$ cat src/rtl/mem_port_arbiter.sv
// Memory port arbiter: shares one single-ported memory between the instruction
// fetch requester (I) and the load/store requester (D). One transaction is in
// flight at a time. D has priority unless I has been left waiting too long.
module mem_port_arbiter #(
  parameter int unsigned ADDR_W       = 32,
  parameter int unsigned DATA_W       = 32,
  parameter int unsigned STARVE_LIMIT = 4
) (
  input  logic              clk,
  input  logic              reset,
  // instruction fetch requester
  input  logic              i_req,
  input  logic [ADDR_W-1:0] i_addr,
  output logic              i_gnt,
  output logic              i_rvalid,
  output logic [DATA_W-1:0] i_rdata,
  // load/store requester
  input  logic              d_req,
  input  logic              d_we,
  input  logic [ADDR_W-1:0] d_addr,
  input  logic [DATA_W-1:0] d_wdata,
  output logic              d_gnt,
  output logic              d_done,
  output logic [DATA_W-1:0] d_rdata,
  // memory port
  output logic              m_req,
  output logic              m_we,
  output logic [ADDR_W-1:0] m_addr,
  output logic [DATA_W-1:0] m_wdata,
  input  logic              m_ack,
  input  logic [DATA_W-1:0] m_rdata,
  // current transaction owner: 00 idle, 01 I, 10 D
  output logic [1:0]        owner
);

  typedef enum logic [1:0] {StIdle, StBusyI, StBusyD} state_e;

  localparam logic [3:0] Limit = 4'(STARVE_LIMIT);

  state_e     state_q;
  logic [3:0] wait_cnt_q;
  logic       starve;

  // Arbitration: D wins unless I has waited Limit cycles; grants only from idle
  always_comb begin
    starve = i_req && (wait_cnt_q >= Limit);
    d_gnt  = (state_q == StIdle) && d_req && !starve;
    i_gnt  = (state_q == StIdle) && i_req && !d_gnt;
  end

  // Counts cycles I is left waiting with its request up; saturates at 15
  always_ff @(posedge clk or negedge reset) begin
    if (!reset) begin
      wait_cnt_q <= '0;
    end else if (!i_req || i_gnt) begin
      wait_cnt_q <= '0;
    end else if (wait_cnt_q != 4'hf) begin
      wait_cnt_q <= wait_cnt_q + 4'd1;
    end
  end

  // Transaction FSM: latch winner into the memory port, return data on ack
  always_ff @(posedge clk or negedge reset) begin
    if (!reset) begin
      state_q  <= StIdle;
      m_req    <= 1'b0;
      m_we     <= 1'b0;
      m_addr   <= '0;
      m_wdata  <= '0;
      owner    <= 2'b00;
      i_rvalid <= 1'b0;
      i_rdata  <= '0;
      d_done   <= 1'b0;
      d_rdata  <= '0;
    end else begin
      // completion pulses last exactly one cycle
      i_rvalid <= 1'b0;
      d_done   <= 1'b0;
      case (state_q)
        StIdle: begin
          if (d_gnt) begin
            state_q <= StBusyD;
            m_req   <= 1'b1;
            m_we    <= d_we;
            m_addr  <= d_addr;
            m_wdata <= d_wdata;
            owner   <= 2'b10;
          end else if (i_gnt) begin
            // fetches are always reads with no write data
            state_q <= StBusyI;
            m_req   <= 1'b1;
            m_we    <= 1'b0;
            m_addr  <= i_addr;
            m_wdata <= '0;
            owner   <= 2'b01;
          end
        end
        StBusyI: begin
          if (m_req && m_ack) begin
            state_q  <= StIdle;
            m_req    <= 1'b0;
            owner    <= 2'b00;
            i_rdata  <= m_rdata;
            i_rvalid <= 1'b1;
          end
        end
        StBusyD: begin
          if (m_req && m_ack) begin
            state_q <= StIdle;
            m_req   <= 1'b0;
            owner   <= 2'b00;
            d_done  <= 1'b1;
            // stores leave the last load data visible
            if (!m_we) begin
              d_rdata <= m_rdata;
            end
          end
        end
        default: begin
          state_q <= StIdle;
          m_req   <= 1'b0;
          owner   <= 2'b00;
        end
      endcase
    end
  end

endmodule

$ cat config.mk
export PLATFORM = sky130hd
export DESIGN_NAME = mem_port_arbiter
export DESIGN_NICKNAME = d
export VERILOG_FILES = /design/src/rtl/mem_port_arbiter.sv
export SDC_FILE = /design/constraint.sdc
export NUM_CORES = 1
export LEC_CHECK = 0
export CELL_PAD_IN_SITES_DETAIL_PLACEMENT = 1
export CELL_PAD_IN_SITES_GLOBAL_PLACEMENT = 2
export CORE_MARGIN = 2
export CORE_UTILIZATION = 23
export CTS_CLUSTER_DIAMETER = 30
export DETAILED_ROUTE_END_ITERATION = 8
export HOLD_SLACK_MARGIN = 0.02
export PLACE_DENSITY_LB_ADDON = 0.1
export SETUP_SLACK_MARGIN = 0.15
export SLEW_MARGIN = 10
export SYNTH_ARGS = -nofsm -noshare
export SYNTH_HDL_FRONTEND = slang
export SYNTH_SLANG_ARGS = --single-unit
$ cat constraint.sdc
create_clock -name clk -period 1.5 [get_ports clk]
set_input_delay 0.15 -clock clk [delete_from_list [all_inputs] [get_ports clk]]
set_output_delay 0.15 -clock clk [all_outputs]
set_load 0.005 [all_outputs]
Word-level counts from Yosys, hierarchy flattened
Index checks and enable logic that the tools add are counted.
{"block": "op_classes", "bitwise_logic": 1, "n_lt_le_gt_ge": 1, "add_sub_neg": 1, "mux": 19, "n_eq_ne": 5, "n_reduce_logical": 18}
{"cell": "2-to-1 mux 32 bit", "n": 4}
{"cell": "2-to-1 mux 1 bit", "n": 8}
{"cell": "2-to-1 mux 4 bit", "n": 2}
{"cell": "logical AND 1 bit", "n": 6}
{"cell": "2-to-1 mux 2 bit", "n": 3}
{"cell": "AND reduction 2 bit", "n": 3}
{"cell": "adder 4 x 1 -> 4 bit (second input constant)", "n": 1}
{"cell": ">= comparator 4 x 3 -> 1 bit (second input constant)", "n": 1}
{"cell": "!= test 4 bit (second input constant)", "n": 1}
{"cell": "case mux 2 bit (2 select lines)", "n": 1}
{"cell": "nonzero test 2 bit", "n": 2}
{"cell": "logical NOT 1 bit", "n": 3}
{"cell": "!= test 3 bit (second input constant)", "n": 1}
{"cell": "AND reduction 3 bit", "n": 1}
{"cell": "equality test 2 x 1 -> 1 bit (second input constant)", "n": 1}
{"cell": "equality test 2 bit (second input constant)", "n": 1}
{"cell": "logical NOT 2 bit", "n": 1}
{"cell": "!= test 2 x 1 -> 1 bit (second input constant)", "n": 1}
{"cell": "case mux 1 bit (2 select lines)", "n": 1}
{"cell": "OR reduction 2 bit", "n": 1}
{"cell": "logical OR 1 bit", "n": 1}
{"cell": "NOT 1 bit", "n": 1}
{"block": "totals", "inputBits": 134, "output_inout_bits": 136, "word_cells": 55, "ff_bits": 138}

Depth between registers and ports, before layout
{"block": "depth", "word_depth": 9, "depth_mapped": 7, "depth_no_buf": 6}

Worst setup path after synthesis
OpenSTA, ideal clock, no wires.
{"block": "synth_path", "path_type": "register to register", "startpoint": "register owner[0] (netlist name)", "endpoint": "register m_wdata[23]", "n_path_buf": 1, "setup_slack_ns": -0.063, "arrival_ns": 1.442, "stages_incl_launch_ff": 8, "t_required_ns": 1.379, "setup_ns": 0.121, "synth_period_minus_slack_ns": 1.563, "path_cell_list": "dfrtp_1 inv_1 ha_1 and2_2 nand2_2 inv_2 buf_4 a22o_1"}
{"item": "end signal, assigned", "line": "86", "text": "m_wdata <= d_wdata;"}
{"item": "end, declared", "line": "29", "text": "output logic [DATA_W-1:0] m_wdata,"}

==> key figures <==
Outcome
  • Status: complete, but fails checks
  • Failing checks: negative setup slack

Die
  • Die area: 26440 um2
  • Die width: 162.6 um
  • # IOs: 270
  • Die H: 162.6 um
  • Initial Util: 0.2318
  • CORE AREA: 24960 um2
  • Row cnt: 58

Job
  • MaxCap Viol Count: 0

Logic synthesis
  • Main synth FF type: dfrtp_1
  • Post-synth ARST share: 1.000
  • Synth warn: 0
  • Mean post-synth cell area: 13.27 um2
  • Synth Net Count: 574
  • Mapped Cells: 436
  • Post-synthesis cell type count: 32
  • Sequential element share of the synthesized area: 0.5969
  • Area of the mapped netlist: 5786 um2
  • Synthesized flop and latch total: 138
  • EDFF count, synth: 0

Power and ir drop
  • Total power: 20120 uW
  • Leakage power: 0.005001 uW
  • Peak VDD IR: 0.0006452 V
  • Power Density: 1919 nW/um2

Route
  • Post-DRT Antenna Nets: 0
  • First-pass DRT Iterations: 4
  • DR vias: 4928
  • Vias per cell: 4.388
  • Wirelength per Cell: 18.69 um
  • DRT Wirelength: 20990 um
  • DRT iter0 DRCs: 171
  • DRC: 0

Finish
  • Antenna diodes: 0
  • Most frequent cells in the layout: dfrtp_1 (138), clkdlybuf4s50_1 (132), dlygate4sd2_1 (131), o211ai_1 (47), buf_4 (44)
  • Most common cell after layout, fill and taps aside: dfrtp_1
  • Fin nets: 918
  • Layout cells sized above 1: 0.2850
  • Final Util: 0.4200
  • P&R area growth vs syn: 81.21%

Clock network
  • TritonCTS clock tree: built
  • CTS Buf Count: 17
  • TritonCTS Sinks: 138
  • Worst-path clk slew: 0.07 ns
  • Number of H-tree levels: 4
  • Skew-Pair Late Insertion Delay: 0.43 ns
  • CTS Root Cell: clkbuf_16
  • Max Root-Sink Buffers: 2

Timing
  • Slew @ Worst Pin: 0.4950 ns
  • Maximum clock rate: 600.7 MHz
  • Fin. max-slew vios: 0
  • Hold Fails Final Rpt: 0
  • Hold Slack: 0.2073 ns
  • RSZ-0062 raised after global routing: true
  • Slack of the critical path: -0.1647 ns
  • Min cycle time layout: 1.665 ns
  • Final Cycle Share: 1.110
  • Count of final setup violators: 113
  • Slew Limit Headroom: 0.6671
  • Skew final: 0.01158 ns

Setup path
  • Required @ worst endpoint: 1.81 ns
  • Crit-path max cell delay: 0.39 ns
  • Element type at the critical path start: flip-flop
  • Worst setup EP type: flip-flop
  • Cell Chain, Critical Path: inv_2 > buf_6 > ha_4 > and3_4 > nand2b_4 > buf_12 > buf_16 > mux2_4
  • R2r setup slk: -0.16 ns
  • WS Path Type: flip-flop to flip-flop
  • Crit Path Max Fanout: 5
  • Worst Path Arrival: 1.97 ns
  • Crit path max-delay cell type: dfrtp_1

Global routing
  • Initial antenna violation count: 0
  • Vias in the first global route: 5410
  • Pin count of the biggest net entering global routing: 52
  • Gr ovfl total: 0
  • First-pass GRT wire length: 32570 um
  • GR Util All Layers: 0.1623

Hold path
  • Worst hold path type: primary input to asynchronous set/reset pin

Placed design
  • Placed wire-length estimate: 13500 um
  • Gpl congestion: 0.7421
  • Port Buffers: 269
## synthesized netlist by cell type, types with 7 or more instances
library cell / n / share of area
a22o_1: 33 / 0.050
buf_2: 13 / 0.011
clkbuf_1: 8 / 0.0052
dfrtp_1: 138 / 0.60
inv_1: 32 / 0.021
mux2_2: 34 / 0.066
mux2_4: 30 / 0.078
nand2_1: 31 / 0.020
nor2_1: 10 / 0.0065
o211ai_1: 47 / 0.061
o211ai_2: 9 / 0.019
o21ai_0: 7 / 0.0061
## per-stage QoR
stage                     worst slack, ns  area (um2)  setup TNS, ns  cells
after floorplan                 -0.005284        5821        -0.1585    436
after global placement            -0.1609        9072         -10.86   1037
after detailed placement          -0.1949        9072         -13.93   1037
after CTS                         -0.1835       10330         -13.51   1116
after global routing              -0.2389       10480         -21.32   1123
final                             -0.1647       10480         -10.93   1123
## power by group
group	total [uW]	switching (uW)	internal [uW]
sequential	6500	952	5540
combinational	9530	3760	5780
clock	4090	1860	2220
## registers in the layout (all words and copies together), names as in the netlist
register / cells
m_addr: 32
d_rdata: 32
m_we: 1
m_req: 1
d_done: 1
i_rvalid: 1
wait_cnt_q: 4
i_rdata: 32
owner: 2
m_wdata: 32
## final timing paths
| kind | start | endpoint | cells after the start |
|---|---|---|---|
| hold reg to reg | m_wdata[0] | m_wdata[0] | 1 |
| setup / recovery | owner[0] | d_rdata[20] | 8 |
| setup reg to reg | owner[0] | d_rdata[20] | 8 |
| hold / removal | reset | d_rdata[13] | 2 |
| min in group clk | d_addr[12] | m_addr[12] | 3 |
| max in group asynchronous | reset | i_rdata[15] | 3 |
## worst max-delay path, delay by kind of cell (launching register included)
kind | cells | cell delay, ns
and+or+nand+nor | 2 | 0.25
DFF | 1 | 0.39
muxes | 1 | 0.29
adders and majority gates | 1 | 0.11
buffers and inverters | 4 | 0.49
## per-layer routing
metal	vias up	track usage	part of all wire
met5	-	0	0
met4	0	0.04787	0.013
met3	18	0.05628	0.074
met2	172	0.2617	0.48
met1	2470	0.2062	0.43
li1	2268	-	-
## what timing repair did
item / CTS / global route
pin swaps: 18 / 12
gates resized for setup: 210 / 8
hold endpoints to repair: 63 / 0
cloned: 14 / 3
setup endpoints to repair: 272 / 139
buffers inserted: 32 / 4
hold buffers: 1 / 0
## cells by family after synthesis
group,count (synthesis),synth area share
AOI/OAI and AO/OA,112,0.1540
xor gates and xnor gates,1,0.001514
muxes,66,0.1475
buffers and inverters,63,0.05342
adders and majority gates,4,0.008651
and+or+nand+nor,52,0.03806
DFF,138,0.5969
## layout make-up
type	count	area (um2)
timing repair buffer	355	3720
clock buffer	18	439.2
clock inverter	14	128.9
inverter	33	131.4
fill	2662	14480
tap	330	412.9
sequential	138	3453
multi-input combinational	235	2198
Note: power is estimated with default switching activity, not from simulation.
